`src/rtl/ib_lut_pkg.sv`:
```
// Shared types for the ping-pong IB LUT memory.
// IB_LUT_PARITY_EN adds one even-parity bit to every stored entry.
package ib_lut_pkg;

  typedef enum logic [1:0] {IDLE, LOAD, DONE} lut_state_e;

`ifdef IB_LUT_PARITY_EN
  localparam int PAR_W = 1;
`else
  localparam int PAR_W = 0;
`endif

  localparam int LUT_QUAN_DEF = 3;
  localparam int LUT_ADDR_DEF = 5;

  typedef logic [LUT_QUAN_DEF-1:0] lut_data_t;
  typedef logic [LUT_ADDR_DEF-1:0] lut_addr_t;

endpackage

```
`src/rtl/ib_lut_bank_async.sv`:
```
// One LUT bank: synchronous write, READ_PORT_NUM asynchronous reads.
// Each read port owns a full copy of the array so every copy maps to a single-read LUTRAM.
module ib_lut_bank_async #(
  parameter int DATA_W              = 3,
  parameter int PAGE_NUM            = 32,
  parameter int ADDR_BITWIDTH       = 5,
  parameter int READ_PORT_NUM       = 4,
  parameter int XILINX_LUTRAM_INFER = 1
) (
  input  logic                                          write_clk,
  input  logic                                          we,
  input  logic [ADDR_BITWIDTH-1:0]                      waddr,
  input  logic [DATA_W-1:0]                             wdata,
  input  logic [READ_PORT_NUM-1:0][ADDR_BITWIDTH-1:0]   raddr,
  output logic [READ_PORT_NUM-1:0][DATA_W-1:0]          rdata
);

  localparam int IDX_W = (PAGE_NUM > 1) ? $clog2(PAGE_NUM) : 1;
  localparam logic [ADDR_BITWIDTH:0] PAGE_LIM = (ADDR_BITWIDTH+1)'(PAGE_NUM);

  genvar p;
  generate
    for (p = 0; p < READ_PORT_NUM; p++) begin : g_port
      logic in_range;
      assign in_range = {1'b0, raddr[p]} < PAGE_LIM;

      if (XILINX_LUTRAM_INFER != 0) begin : g_ram
        (* ram_style = "distributed" *) logic [DATA_W-1:0] mem [PAGE_NUM];
        always_ff @(posedge write_clk)
          if (we) mem[waddr[IDX_W-1:0]] <= wdata;
        assign rdata[p] = in_range ? mem[raddr[p][IDX_W-1:0]] : '0;
      end else begin : g_ram
        logic [DATA_W-1:0] mem [PAGE_NUM];
        always_ff @(posedge write_clk)
          if (we) mem[waddr[IDX_W-1:0]] <= wdata;
        assign rdata[p] = in_range ? mem[raddr[p][IDX_W-1:0]] : '0;
      end
    end
  endgenerate

endmodule

```
`src/rtl/ib_lut_mem_pingpong_loader.sv`:
```
// Double-buffered IB LUT: loader fills the shadow bank, swap makes it active.
// IB_LUT_PARITY_EN: entries carry even parity, read_parity_err_o flags mismatches.
module ib_lut_mem_pingpong_loader
  import ib_lut_pkg::*;
#(
  parameter int QUAN_SIZE           = 3,
  parameter int PAGE_NUM            = 32,
  parameter int ADDR_BITWIDTH       = 5,
  parameter int READ_PORT_NUM       = 4,
  parameter int XILINX_LUTRAM_INFER = 1
) (
  input  logic                               write_clk,
  input  logic                               rstn,
  input  logic [READ_PORT_NUM*ADDR_BITWIDTH-1:0] read_addr_i,
  output logic [READ_PORT_NUM*QUAN_SIZE-1:0] read_page_o,
  output logic [READ_PORT_NUM-1:0]           read_parity_err_o,
  input  logic                               load_start_i,
  input  logic                               load_valid_i,
  input  logic [QUAN_SIZE-1:0]               load_data_i,
  output logic                               load_ready_o,
  output logic                               load_done_o,
  input  logic                               swap_req_i,
  output logic                               swap_err_o,
  output logic                               active_sel_o
);

  localparam int W = QUAN_SIZE + PAR_W;
  localparam logic [ADDR_BITWIDTH-1:0] LAST = ADDR_BITWIDTH'(PAGE_NUM - 1);

  lut_state_e                 state, state_nxt;
  logic [ADDR_BITWIDTH-1:0]   wr_ptr, wr_ptr_nxt;
  logic                       active_sel, sel_nxt;
  logic                       swap_err, swap_err_nxt;
  logic                       xfer;
  logic [W-1:0]               wdata;

  logic [READ_PORT_NUM-1:0][ADDR_BITWIDTH-1:0] raddr;
  logic [READ_PORT_NUM-1:0][W-1:0]             rd0, rd1, rsel;

  always_ff @(posedge write_clk or negedge rstn) begin
    if (!rstn) begin
      state      <= IDLE;
      wr_ptr     <= '0;
      active_sel <= 1'b0;
      swap_err   <= 1'b0;
    end else begin
      state      <= state_nxt;
      wr_ptr     <= wr_ptr_nxt;
      active_sel <= sel_nxt;
      swap_err   <= swap_err_nxt;
    end
  end

  always_comb begin
    state_nxt    = state;
    wr_ptr_nxt   = wr_ptr;
    sel_nxt      = active_sel;
    swap_err_nxt = 1'b0;
    xfer         = 1'b0;
    case (state)
      IDLE: begin
        swap_err_nxt = swap_req_i;
        if (load_start_i) begin
          state_nxt  = LOAD;
          wr_ptr_nxt = '0;
        end
      end
      LOAD: begin
        swap_err_nxt = swap_req_i;
        // A restart takes priority over a transfer presented in the same cycle.
        if (load_start_i) begin
          wr_ptr_nxt = '0;
        end else if (load_valid_i) begin
          xfer = 1'b1;
          if (wr_ptr == LAST) begin
            state_nxt  = DONE;
            wr_ptr_nxt = '0;
          end else begin
            wr_ptr_nxt = wr_ptr + 1'b1;
          end
        end
      end
      DONE: begin
        if (swap_req_i) begin
          sel_nxt   = ~active_sel;
          state_nxt = IDLE;
        end else if (load_start_i) begin
          state_nxt  = LOAD;
          wr_ptr_nxt = '0;
        end
      end
      default: state_nxt = IDLE;
    endcase
  end

  assign load_ready_o = (state == LOAD);
  assign load_done_o  = (state == DONE);
  assign swap_err_o   = swap_err;
  assign active_sel_o = active_sel;

`ifdef IB_LUT_PARITY_EN
  assign wdata = {^load_data_i, load_data_i};
`else
  assign wdata = load_data_i;
`endif

  assign raddr = read_addr_i;

  // Only the shadow bank (~active_sel) ever sees a write strobe.
  ib_lut_bank_async #(
    .DATA_W(W), .PAGE_NUM(PAGE_NUM), .ADDR_BITWIDTH(ADDR_BITWIDTH),
    .READ_PORT_NUM(READ_PORT_NUM), .XILINX_LUTRAM_INFER(XILINX_LUTRAM_INFER)
  ) u_bank0 (
    .write_clk(write_clk), .we(xfer & active_sel), .waddr(wr_ptr), .wdata(wdata),
    .raddr(raddr), .rdata(rd0)
  );

  ib_lut_bank_async #(
    .DATA_W(W), .PAGE_NUM(PAGE_NUM), .ADDR_BITWIDTH(ADDR_BITWIDTH),
    .READ_PORT_NUM(READ_PORT_NUM), .XILINX_LUTRAM_INFER(XILINX_LUTRAM_INFER)
  ) u_bank1 (
    .write_clk(write_clk), .we(xfer & ~active_sel), .waddr(wr_ptr), .wdata(wdata),
    .raddr(raddr), .rdata(rd1)
  );

  assign rsel = active_sel ? rd1 : rd0;

  genvar p;
  generate
    for (p = 0; p < READ_PORT_NUM; p++) begin : g_out
      assign read_page_o[p*QUAN_SIZE +: QUAN_SIZE] = rsel[p][QUAN_SIZE-1:0];
`ifdef IB_LUT_PARITY_EN
      // Even parity: a clean word XORs to zero; out-of-range reads are all-zero.
      assign read_parity_err_o[p] = ^rsel[p];
`else
      assign read_parity_err_o[p] = 1'b0;
`endif
    end
  endgenerate

endmodule

```
`config.mk`:
```
export PLATFORM = sky130hd
export DESIGN_NAME = ib_lut_mem_pingpong_loader
export DESIGN_NICKNAME = d
export VERILOG_FILES = /design/src/rtl/ib_lut_pkg.sv /design/src/rtl/ib_lut_bank_async.sv /design/src/rtl/ib_lut_mem_pingpong_loader.sv
export SDC_FILE = /design/constraint.sdc
export NUM_CORES = 1
export LEC_CHECK = 0
export BUFFER_PORTS_ARGS = -buffer_cell sky130_fd_sc_hd__buf_2
export CORE_MARGIN = 5
export CORE_UTILIZATION = 30
export CTS_CLUSTER_DIAMETER = 120
export CTS_CLUSTER_SIZE = 10
export DETAILED_ROUTE_END_ITERATION = 7
export MAX_ROUTING_LAYER = met4
export PLACE_DENSITY_LB_ADDON = 0.08
export SYNTH_ARGS = -nofsm -noshare
export SYNTH_HDL_FRONTEND = slang
export SYNTH_SLANG_ARGS = --single-unit
```
`constraint.sdc`:
```
create_clock -name write_clk -period 1.75 [get_ports write_clk]
set_input_delay 0.175 -clock write_clk [delete_from_list [all_inputs] [get_ports write_clk]]
set_output_delay 0.175 -clock write_clk [all_outputs]
set_load 0.1 [all_outputs]
```
# Word level (Yosys, flattened, before mapping)
# Memory sizes are Yosys's and may differ from the RTL's.
# Cells that the tools add are included.
# Widths: inputs -> output; s select.
# word_totals
memories	8
elab_cells	51
out_inout_bits	20
inputBits	28
ram_bits	768
register_bits	9
# mem_list
name	depth	width	read_ports	rd_ports_with_merged_regs	write_ports	line_no	text
u_bank0.g_port[0].g_ram.mem	32	3	1	0	1	ib_lut_bank_async.sv:28	(* ram_style = "distributed" *) logic [DATA_W-1:0] mem [PAGE_NUM];
u_bank0.g_port[1].g_ram.mem	32	3	1	0	1	ib_lut_bank_async.sv:28	
u_bank0.g_port[2].g_ram.mem	32	3	1	0	1	ib_lut_bank_async.sv:28	
u_bank0.g_port[3].g_ram.mem	32	3	1	0	1	ib_lut_bank_async.sv:28	
u_bank1.g_port[0].g_ram.mem	32	3	1	0	1	ib_lut_bank_async.sv:28	
u_bank1.g_port[1].g_ram.mem	32	3	1	0	1	ib_lut_bank_async.sv:28	
2 more memories	n/a	n/a	n/a	n/a	n/a	n/a	
# op_classes
reduce_logical	6
n_addsub	1
bitwise	3
muxes	21
eq_ne	8
# op_table
cell	count
$mux 5	5
$pmux 5 s3	1
$mux 12	1
$mux 2	5
$mux 1	8
$ne 2x2->1 const B	3
$pmux 2 s3	1
$reduce_and 3->1	2
$add 5x1->5 const B	1
$eq 5x5->1 const B	1
$ne 3x3->1 const B	1
$reduce_bool 3->1	1
$and 1x1->1	2
$eq 2x1->1 const B	1
$eq 2x2->1 const B	1
$logic_not 2->1	1
$ne 2x1->1 const B	1
$reduce_and 2->1	1
$reduce_or 2->1	1
$not 1->1	1

# Depth between registers and ports, before layout
# Gate-level depths: netlist of the first run.
# logic_depth
depth_word	6
depth_mapped	8
mapped_depth_nobuf	7

# Modules after synthesis
# A second synthesis of the first run with hierarchy kept.
# hier_totals
cells_unflattened	670
area_unflattened_um2	12881.1
# modules_own_cells
mod	cells_per_inst	seq_area_each_um2	n_inst	area_per_inst_um2
ib_lut_bank_async	301	2882.8	2	6103.4
ib_lut_mem_pingpong_loader	68	225.2	1	674.4

# Worst setup path before layout of the first run
# OpenSTA, ideal clock, no wires.
# synth_path
path_kind	reg2out
startpoint	register active_sel (netlist: active_sel_o)
endpoint	output port read_page_o[2]
arrival_ps	4378
path_slack_ps	-2803
t_required_ps	1575
path_buffers	2
path_stages_with_launch	4
cell_sequence	dfrtp_1 clkbuf_1 clkbuf_1 o41ai_1
# synth_via
elab_chain_cells	1
# synth_rtl
item	line_no	text
start: declaration	ib_lut_mem_pingpong_loader.sv:32	logic active_sel, sel_nxt;
start signal: assignment	ib_lut_mem_pingpong_loader.sv:49	active_sel <= sel_nxt;
$mux 12	ib_lut_mem_pingpong_loader.sv:126	assign rsel = active_sel ? rd1 : rd0;
end: declaration	ib_lut_mem_pingpong_loader.sv:15	output logic [READ_PORT_NUM*QUAN_SIZE-1:0] read_page_o,
# Every way passes these cells.

# Worst setup path in the final report of the first run
# layout_path
startpoint	memory u_bank1.g_port[0].g_ram.mem[23][1]
endpoint	output port read_page_o[1]
# layout_via
elab_chain_cells	2
# layout_rtl
item	line_no
start: declaration	ib_lut_bank_async.sv:28
$mem_v2 32x3	n/a
$mux 12	ib_lut_mem_pingpong_loader.sv:126
# Every way passes these cells.

==> flow_metrics.py, run 1 <==
metrics = {
    "synthesis": {
        "synthFlopType": "edfxtp_1",
        "syn_area_um2": 12800,
        "yosysTopAreaCell": "edfxtp_1",
        "syn_avg_cell_area_um2": 15.0,
        "synth-async-reset-ratio_pct": 4.48,
        "ys_top_cells_by_area": "edfxtp_1 (45%), mux4_2 (33%), nor2_1 (3.2%), o22ai_1 (1.9%), dfrtp_1 (1.8%)",
        "netlist_instances": 859,
        "ys_warn_count": 0,
        "ys_ff_latch": 201,
        "seq_area_frac_synth_pct": 46.6,
        "synth.top_cell.area_share_pct": 44.9,
        "synth_cell_types": 46,
        "synth_edf_count": 192,
    },
    "global_routing": {
        "grt_pass1_wl_um": 73800,
        "antenna_found_initial": 0,
        "track_usage_pct": 21.9,
        "grt_pass1_vias": 10400,
        "grt_overflow_total": 0,
        "grt_start_max_net_pins": 65,
    },
    "flow_run": {
        "cap_violations": 0,
    },
    "cells_and_area": {
        "drive_above_1_share_pct": 60.8,
        "antenna_cells": 0,
        "synthToLayoutAreaGrowth_pct": 38.9,
        "multi_input_area_um2": 7650,
        "fill_cells": 3780,
        "nets": 1159,
        "postLayoutCellArea_um2": 17800,
        "seq_area_um2": 5990,
    },
    "placed_design": {
        "place_ws_ps": -831,
        "placedInstanceArea_um2": 16100,
        "dp_hpwl_um": 38200,
        "io_buffer_count": 43,
        "globalplace.congestion": 0.992,
    },
    "clock_tree": {
        "clkSlewWorstSetupHoldPaths_ps": 60,
        "htree_levels": 1,
        "clock_sinks": 201,
        "numCtsBuffers": 24,
        "cts_tree": "done",
        "cts_buffer_depth": 3,
        "cts_root_buf": "clkbuf_16",
        "insertion_delay_ps": 540,
    },
    "timing": {
        "slew_viol_final": 0,
        "fmax_mhz": 358,
        "hold_viol": 0,
        "fin_skew_ps": 13.6,
        "tightest_slew_ps": 846,
        "setup_slack_ps": -1040,
        "setup_viol": 36,
        "finalSetupTns_ps": -11580,
        "finalCritPeriodShare_pct": 159,
        "slew-limit-headroom_pct": 43.6,
        "fin_crit_ps": 2790,
        "grt_setup_unrepaired": "yes",
    },
    "route": {
        "wirelength_um": 50700,
        "vias_per_cell": 5.98,
        "firstDrtPassIters": 5,
        "ant_nets": 0,
        "drc": 0,
        "vias": 9967,
        "wire_per_inst_um": 30.4,
        "drtIter0Drc": 1264,
    },
    "run_status": {
        "status": "complete, but fails checks",
        "violations": "setup timing",
    },
    "critical_path": {
        "crit_type": "reg -> out",
        "worstPathArrival_ps": 2610,
        "required_ps": 1570,
        "cp-end-kind": "output pin",
        "path_max_fanout": 2,
        "worstSetupStartpointType": "flip-flop",
    },
    "floorplanning": {
        "num_rows": 75,
        "dieArea_um2": 47000,
        "coreArea_um2": 42100,
        "die_y_um": 217,
        "initial_core_util_pct": 30.5,
        "num_io_pins": 48,
        "die_w_um": 217,
    },
    "power": {
        "peakVddDrop_v": 0.000591,
        "total_power_w": 0.0121,
        "p_per_area_nw_per_um2": 681,
        "p_leak_nw": 5.91,
    },
    "min_path": {
        "holdCritPathClass": "in -> reg",
    },
}
[worst paths after layout]
check | startpoint | to | cells past startpoint | slack, ps
max | u_bank1.g_port[0].g_ram.mem[23][1]$_DFFE_PP_ | read_page_o[1] | 7 | -1040
min | load_data_i[2] | u_bank0.g_port[3].g_ram.mem[17][2]$_DFFE_PP_ | 2 | 360
max in group asynchronous | rstn | active_sel_o$_DFFE_PN0P_ | 3 | 790
min reg2reg | state[1]$_DFFE_PN0P_ | swap_err_o$_DFF_PN0_ | 2 | 650
min in group asynchronous | rstn | wr_ptr[1]$_DFFE_PN0P_ | 3 | 630
max reg2reg | state[1]$_DFFE_PN0P_ | u_bank1.g_port[0].g_ram.mem[15][1]$_DFFE_PP_ | 8 | -60
[routing by layer]
layer	track usage (%)	part of all wire (%)	vias to the layer above
li1	-	-	4138
met1	29.6	43	5279
met2	34.9	48	462
met3	4.20	7.5	88
met4	4.49	2.2	0
met5	-	0	-
[worst max-delay path, stage by stage, from the launching register on]
cell and delay, ps:
edfxtp_1 430, mux4_2 500, a22o_1 220, a221o_1 310
o21ai_1 150, buf_4 150, o41ai_4 100, buf_6 210
[per-stage QoR]
| step | utilization (%) | hold slack (ps) | instances |
|---|---|---|---|
| floorplan | - | -121 | 862 |
| global placement | 38.3 | 35.3 | 1635 |
| detailed placement | 38.3 | 45.2 | 1635 |
| CTS | 41.9 | 361 | 1666 |
| global route | 42.3 | 397 | 1666 |
| finish | 42.3 | 359 | 1666 |
[sequential cells by signal, summed over array words and instances, names as in the netlist]
| signal | cells |
|---|---|
| u_bank1.g_port.g_ram.mem | 96 |
| wr_ptr | 5 |
| swap_err_o | 1 |
| u_bank0.g_port.g_ram.mem | 96 |
| active_sel_o | 1 |
| state | 2 |
[synthesized netlist by cell type (3+ instances only)]
master       n
nand2b_1    13
a221o_1      3
nor2_1     111
clkbuf_1    33
o41ai_1      3
or2_2        9
buf_2       19
nor2b_1     15
o21ai_0     23
a31oi_1      7
o221ai_1     4
buf_6        7
a22oi_1     16
mux2i_1     15
a2111oi_0    4
a22o_1       4
inv_1        6
nand2_1     44
edfxtp_1   192
nand3_1     24
mux4_2     190
ha_1         5
o22ai_1     39
a21oi_1     13
nor3_1       5
o22a_1       3
buf_4       12
o21ai_1      4
nand3b_1     5
nor3b_1      3
dfrtp_1      9
[report_power, final]
| part | switching (W) | internal, W |
|---|---|---|
| clock network | 0.00189 | 0.00250 |
| registers | 0.0000121 | 0.00528 |
| logic | 0.00141 | 0.00104 |
| total | 0.00332 | 0.00883 |
[layout make-up]
cell class | instances | share of cell area (%)
well taps | 539 | 3.78
clock buffers | 26 | 3.53
clock inverters | 1 | 0.0491
repair buffers | 311 | 16.0
multi-input cells | 582 | 42.9
flip-flops and latches | 201 | 33.6
inverters | 6 | 0.126
[cell usage in the layout, fill, tap and decap left out, types with 6 or more instances in the layout]
cell type,Yosys,layout
dfrtp_1,9,8
a22oi_1,16,7
o22ai_2,0,6
clkbuf_16,0,25
or2_2,9,6
nand3_1,24,13
o21ai_1,4,7
nand2_1,44,34
buf_6,7,8
mux2i_1,15,9
mux4_2,190,190
nor2_4,0,65
nor2_1,111,41
o22ai_1,39,25
buf_4,12,230
nand3_4,0,6
o21ai_0,23,14
a22oi_2,0,9
inv_1,6,6
edfxtp_1,192,192
buf_2,19,24
o22ai_4,0,8
nand2_2,0,6
buf_12,0,43
nor2b_1,15,13
nand2b_1,13,13
[kinds of logic (layout without fill, tap and decap cells)]
| family | count (synthesis) | after routing | share of synthesized area [%] |
|---|---|---|---|
| muxes | 205 | 205 | 34.5 |
| DFF | 201 | 201 | 46.6 |
| and+or+nand+nor | 237 | 237 | 8.36 |
| AOI/OAI and AO/OA | 130 | 130 | 6.66 |
| buffers and inverters | 79 | 344 | 3.25 |
| other | 1 | 4 | 0.0292 |
| adders and majority gates | 5 | 5 | 0.487 |
| xor gates and xnor gates | 1 | 1 | 0.0682 |
[timing repair]
item | 4_1_cts | 5_1_grt
endpoints found under the hold margin | 14 | 0
hold buffers | 5 | 0
resized for setup | 194 | 39
setup buffers | 4 | 7
endpoints found under the setup margin | 201 | 206
pin swaps | 79 | 30
Power figures use the tool's default switching activity.
==> run 2: changes to the inputs <==
--- a/config.mk
+++ b/config.mk
@@ -13,6 +13,8 @@
 export DETAILED_ROUTE_END_ITERATION = 7
 export MAX_ROUTING_LAYER = met4
 export PLACE_DENSITY_LB_ADDON = 0.08
+export SETUP_SLACK_MARGIN = 0.02
 export SYNTH_ARGS = -nofsm -noshare
 export SYNTH_HDL_FRONTEND = slang
+export SYNTH_HIERARCHICAL = 1
 export SYNTH_SLANG_ARGS = --single-unit
==> run 2 against run 1 <==
The flow still finishes with violations (setup timing). Power up 2.0%. Synthesized cell count decreased by 22%. Area after synthesis increased by 0.30%. Critical endpoint is now read_page_o[4]. Die area grew 0.29%.
==> flow_metrics.py, run 2 <==
metrics = {
    "cells_and_area": {
        "nets": 831,
        "drive_above_1_share_pct": 67.5,
        "fill_cells": 3856,
        "antenna_cells": 0,
        "final_cell_mix": "mux4_2 (240), edfxtp_1 (192), nor2_4 (65), buf_4 (65), buf_12 (56)",
        "instances_no_fill": 1365,
        "fin_util_pct": 38.6,
        "synthToLayoutAreaGrowth_pct": 28.3,
        "final_common_cell": "mux4_2",
    },
    "timing": {
        "slew-limit-headroom_pct": 25.9,
        "setup_slack_ps": -1280,
        "fin_skew_ps": 19.4,
        "grt_setup_unrepaired": "yes",
        "finalCritPeriodShare_pct": 173,
        "hold_viol": 0,
        "slew_viol_final": 0,
        "fin_crit_ps": 3030,
        "tightest_slew_ps": 1110,
        "setup_viol": 150,
        "fmax_mhz": 330,
    },
    "global_routing": {
        "grt_pass1_wl_um": 62000,
        "grt_start_max_net_pins": 65,
        "track_usage_pct": 18.8,
        "grt_overflow_total": 0,
        "grt_pass1_vias": 8309,
        "antenna_found_initial": 0,
    },
    "floorplanning": {
        "coreArea_um2": 42800,
        "dieArea_um2": 47200,
        "num_io_pins": 48,
        "initial_core_util_pct": 30.1,
        "die_w_um": 217,
        "num_rows": 76,
        "die_y_um": 217,
    },
    "route": {
        "vias_per_cell": 5.84,
        "dr_wl_met3_um": 2670,
        "ant_nets": 0,
        "wl_met1_um": 18400,
        "wire_per_inst_um": 31.6,
        "drc": 0,
        "vias": 7976,
        "drtIter0Drc": 614,
        "wirelength_um": 43100,
        "topRoutingLayerUsed": "met4",
        "firstDrtPassIters": 4,
        "wl_met2_um": 20900,
    },
    "power": {
        "p_per_area_nw_per_um2": 750,
        "peakVddDrop_v": 0.000583,
        "p_leak_nw": 5.24,
    },
    "synthesis": {
        "synth_xor_area_share_pct": 0.0680,
        "synth-simple-area-share_pct": 4.24,
        "yosysTopAreaCell": "edfxtp_1",
        "ys_ff_latch": 201,
        "syn_area_um2": 12900,
        "synth_cell_types": 34,
        "synthFlopType": "edfxtp_1",
        "seq_area_frac_synth_pct": 46.5,
        "synth_most_common_cell": "mux4_2",
        "syn_avg_cell_area_um2": 19.2,
        "synth_top_family_by_area": "multiplexers",
        "synth.mux.area_fraction_pct": 45.3,
        "ys_warn_count": 6,
        "synth_edf_count": 192,
        "synth-async-reset-ratio_pct": 4.48,
        "synth.top_cell.area_share_pct": 44.8,
        "ys_top_cells_by_area": "edfxtp_1 (45%), mux4_2 (42%), mux2_2 (3.1%), nor2_1 (2.0%), dfrtp_1 (1.7%)",
        "netlist_instances": 670,
        "synth-compound-area-share_pct": 0.505,
        "synth_commonest_cells": "mux4_2 (240), edfxtp_1 (192), nor2_1 (67), mux2_2 (36), clkbuf_1 (27)",
        "synthAdderAreaFrac_pct": 0.194,
    },
    "clock_tree": {
        "cts_root_buf": "clkbuf_16",
        "cts_buffer_depth": 3,
        "clock_sinks": 201,
        "clkSlewWorstSetupHoldPaths_ps": 70,
        "numCtsBuffers": 24,
        "insertion_delay_ps": 530,
        "cts_tree": "done",
        "htree_levels": 1,
    },
    "placed_design": {
        "io_buffer_count": 43,
        "dp_hpwl_um": 32000,
        "globalplace.congestion": 0.843,
        "placed_cells": 1313,
    },
    "flow_run": {
        "cap_violations": 0,
    },
    "min_path": {
        "holdCritPathClass": "in -> async",
    },
    "critical_path": {
        "required_ps": 1570,
        "worstSetupStartpointType": "flip-flop",
        "worstPathArrival_ps": 2850,
        "cp-end-kind": "output pin",
        "path_max_fanout": 4,
        "crit_type": "reg -> out",
    },
    "run_status": {
        "violations": "setup timing",
        "status": "complete, but fails checks",
    },
}
## run 2: cell types whose count changed after synthesis, moves of 13 or more
cell / before / now
nor2_1: 111 / 67
nand3_1: 24 / 5
o22ai_1: 39 / 0
mux2_2: 0 / 36
nor2b_1: 15 / 2
mux2i_1: 15 / 2
mux4_2: 190 / 240
o21ai_0: 23 / 2
nand2_1: 44 / 5
a22oi_1: 16 / 0
## run 2: area by class of cell
| type | count | area, um2 | share of cell area (%) |
|---|---|---|---|
| clock buffers | 43 | 693 | 4.19 |
| clock inverters | 1 | 8.76 | 0.0530 |
| inverters | 5 | 18.8 | 0.114 |
| multi-input cells | 402 | 7160 | 43.3 |
| flip-flops and latches | 201 | 6000 | 36.3 |
| well taps | 546 | 683 | 4.13 |
| repair buffers | 167 | 1970 | 11.9 |
## run 2: logic make-up (layout without fill, tap and decap cells)
family                     count (synthesis)  in the layout
xor gates and xnor gates                   1              1
other                                      1              4
DFF                                      201            201
muxes                                    278            278
buffers and inverters                     70            216
and+or+nand+nor                          108            108
adders and majority gates                  2              2
AOI/OAI and AO/OA                          9              9
## run 2: worst paths after layout
path,startpoint,to,slack (ps),depth (start not counted)
min in group write_clk,load_start_i,wr_ptr[1]$_DFFE_PN0P_,220,6
min reg2reg,active_sel_o$_DFFE_PN0P_,active_sel_o$_DFFE_PN0P_,590,1
max,u_bank0/g_port[2].g_ram.mem[14][1]$_DFFE_PP_,read_page_o[4],-1280,5
min,rstn,swap_err_o$_DFF_PN0_,30,2
max in group asynchronous,rstn,wr_ptr[3]$_DFFE_PN0P_,1500,2
max reg2reg,state[1]$_DFFE_PN0P_,u_bank0/g_port[2].g_ram.mem[0][1]$_DFFE_PP_,-290,5
## run 2: power by group
part | internal, W | switching (W) | total [W]
clock | 0.00266 | 0.00199 | 0.00465
sequential | 0.00529 | 0.0000183 | 0.00531
combinational | 0.00114 | 0.00129 | 0.00243
total | 0.00909 | 0.00330 | 0.0124
## run 2: stage by stage
step                      cell area (um2)  setup slack [ps]  hold slack (ps)  TNS [ps]  power (W)
after floorplan                     13700              -446             -121    -48580    0.00694
after global placement              15200              -998             37.5    -39700    0.00765
after detailed placement            15200             -1000             46.7    -44870    0.00765
after CTS                           16500             -1270             5.13    -38920     0.0125
after global routing                16500             -1310             38.6    -44950     0.0128
final                               16500             -1280             30.8    -30530     0.0124
## run 2: layer usage
metal	vias up	track usage (%)
li1	3242	-
met5	-	-
met3	53	3.66
met1	4356	25.5
met2	325	29.4
met4	0	5.12
## run 2: worst max-delay path, stage by stage, from the launching register on
cell	delay, ps
edfxtp_1	460
mux4_2	520
mux4_2	560
mux2_4	310
mux2_4	290
buf_12	170
## run 2: what timing repair did
item,in CTS,in global routing
setup endpoints to repair,207,208
setup buffers,5,2
cloned,0,0
resized for setup,123,12
hold buffers,4,0
pin swaps,15,7
hold endpoints to repair,13,0
==> run 3: changes to the inputs <==
==> constraint.sdc (replaced) <==
create_clock -name write_clk -period 2.7 [get_ports write_clk]
set_input_delay 0.27 -clock write_clk [delete_from_list [all_inputs] [get_ports write_clk]]
set_output_delay 0.27 -clock write_clk [all_outputs]
set_load 0.1 [all_outputs]
==> run 3 against run 2 <==
The flow still finishes with violations (setup timing). Cell count decreased by 4.3%. Global-route usage is 0.23 points lower. Core utilization down 3.0 points. Clock skew up 0.85 ps. Count of clock-buffer cells in the layout unchanged. Power decreased by 36%. Die area did not move. Routed wire length down 1.1%. Non-clock buffer count down 61. Worst hold slack improved by 73 ps. Highest routed layer unchanged.
==> flow_metrics.py, run 3 (synthesis gave the netlist of run 2 again) <==
metrics = {
    "floorplanning": {
        "num_io_pins": 48,
        "die_y_um": 217,
        "initial_core_util_pct": 30.1,
        "dieArea_um2": 47200,
        "num_rows": 76,
        "coreArea_um2": 42800,
        "die_w_um": 217,
    },
    "timing": {
        "holdWs_ps": 104,
        "slew-limit-headroom_pct": 46.9,
        "fmax_mhz": 324,
        "hold_viol": 0,
        "slew_viol_final": 0,
        "setup_slack_ps": -384,
        "tightest_slew_ps": 796,
        "fin_skew_ps": 20.2,
        "finalCritPeriodShare_pct": 114,
        "grt_setup_unrepaired": "yes",
        "setup_viol": 12,
        "fin_crit_ps": 3080,
    },
    "placed_design": {
        "io_buffer_count": 43,
        "dp_hpwl_um": 31000,
        "place_ws_ps": -242,
        "globalplace.congestion": 0.853,
        "placedInstanceArea_um2": 14200,
    },
    "run_status": {
        "status": "complete, but fails checks",
        "violations": "setup timing",
    },
    "cells_and_area": {
        "final_cell_mix": "mux4_2 (240), edfxtp_1 (192), nor2_1 (67)",
        "fin_util_pct": 35.6,
        "final_common_cell": "mux4_2",
        "synthToLayoutAreaGrowth_pct": 18.3,
        "drive_above_1_share_pct": 55.0,
        "postLayoutCellArea_um2": 15200,
        "nets": 770,
    },
    "global_routing": {
        "grt_start_max_net_pins": 47,
        "grt_overflow_total": 0,
        "track_usage_pct": 18.6,
        "antenna_found_initial": 1,
        "grt_pass1_wl_um": 61400,
        "grt_pass1_vias": 8088,
    },
    "min_path": {
        "worstHoldStart": "load_valid_i",
        "holdCritPathClass": "in -> reg",
    },
    "clock_tree": {
        "clkSlewWorstSetupHoldPaths_ps": 60,
        "numCtsBuffers": 24,
        "cts_tree": "done",
        "cts_buffer_depth": 3,
        "cts_root_buf": "clkbuf_16",
        "post_cts_buffers": 0,
        "htree_levels": 1,
        "clock_sinks": 201,
        "insertion_delay_ps": 540,
    },
    "critical_path": {
        "critPathBufInv": 1,
        "cp-end-kind": "output pin",
        "slowest_delay_ps": 550,
        "crit_top_cell": "mux4_2",
        "rrSetupSlack_ps": 240,
        "path_max_fanout": 4,
        "required_ps": 2430,
        "worstPathArrival_ps": 2810,
        "crit_slowest_cell": "mux4_2",
        "crit_path_cell_trace": "mux4_2, mux4_2, mux2_2, mux2_4, buf_12",
        "reg2reg_from": "state[0]$_DFFE_PN0P_",
        "crit_type": "reg -> out",
        "worstSetupStartpointType": "flip-flop",
        "critical_path.startpoint": "u_bank0/g_port[2].g_ram.mem[30][2]$_DFFE_PP_",
        "path_delay_family": "multiplexers",
    },
    "route": {
        "drc": 0,
        "wire_per_inst_um": 32.7,
        "vias": 7723,
        "ant_nets": 0,
        "drtIter0Drc": 791,
        "wirelength_um": 42700,
        "firstDrtPassIters": 5,
        "vias_per_cell": 5.91,
    },
    "flow_run": {
        "cap_violations": 0,
    },
    "power": {
        "total_power_w": 0.00795,
        "p_per_area_nw_per_um2": 522,
        "peakVddDrop_v": 0.000325,
        "p_leak_nw": 4.84,
    },
}
-- run 3: repair_timing --
action	CTS	global route
endpoints found under the setup margin	12	12
hold endpoints to repair	12	0
pin swaps	0	0
hold buffers	3	0
gates resized for setup	72	4
-- run 3: path summary, 6_finish.rpt --
check	to	depth (start not counted)
setup / recovery	read_page_o[8]	5
hold / removal	wr_ptr[0]$_DFFE_PN0P_	3
setup reg to reg	u_bank0/g_port[2].g_ram.mem[0][1]$_DFFE_PP_	5
hold reg to reg	active_sel_o$_DFFE_PN0P_	1
max in group asynchronous	active_sel_o$_DFFE_PN0P_	2
min in group asynchronous	wr_ptr[1]$_DFFE_PN0P_	2
-- run 3: area by class of cell --
type	count	area, um2
antenna	2	5.00
clock inverter	1	8.76
tap	546	683
inverter	5	18.8
sequential	201	5990
clock buffer	43	693
multi-input combinational	402	6600
fill	3942	27600
timing repair buffer	106	1240
-- run 3: power breakdown --
part | switching, W | internal (W) | total (W) | leakage [nW]
logic | 0.000790 | 0.000685 | 0.00147 | 2.66
registers | 0.0000294 | 0.00343 | 0.00346 | 1.84
clock network | 0.00129 | 0.00172 | 0.00301 | 0.334
total | 0.00211 | 0.00584 | 0.00795 | 4.84
-- run 3: stage by stage --
step           cells  TNS (ps)
6_report        1306     -4340
3_5_place_dp    1257     -2520
5_1_grt         1305     -4880
2_1_floorplan    673         0
3_3_place_gp    1257     -2460
4_1_cts         1304     -4620
-- run 3: worst min-delay path: cells and delay by family --
| kind | cells | cell delay, ps |
|---|---|---|
| buffers and inverters | 1 | 150 |
| AND/OR/NAND/NOR | 1 | 80 |
| AO/OA/AOI/OAI | 1 | 80 |
-- run 3: metal layers --
| layer | share of wire [%] | track usage (%) | vias up | routed length [um] |
|---|---|---|---|---|
| met3 | 5.5 | 2.64 | 50 | 2340 |
| li1 | - | - | 3116 | - |
| met4 | 1.9 | 4.32 | 0 | 824 |
| met2 | 50 | 30.3 | 319 | 21200 |
| met5 | 0 | - | - | 0 |
| met1 | 43 | 25.0 | 4238 | 18300 |
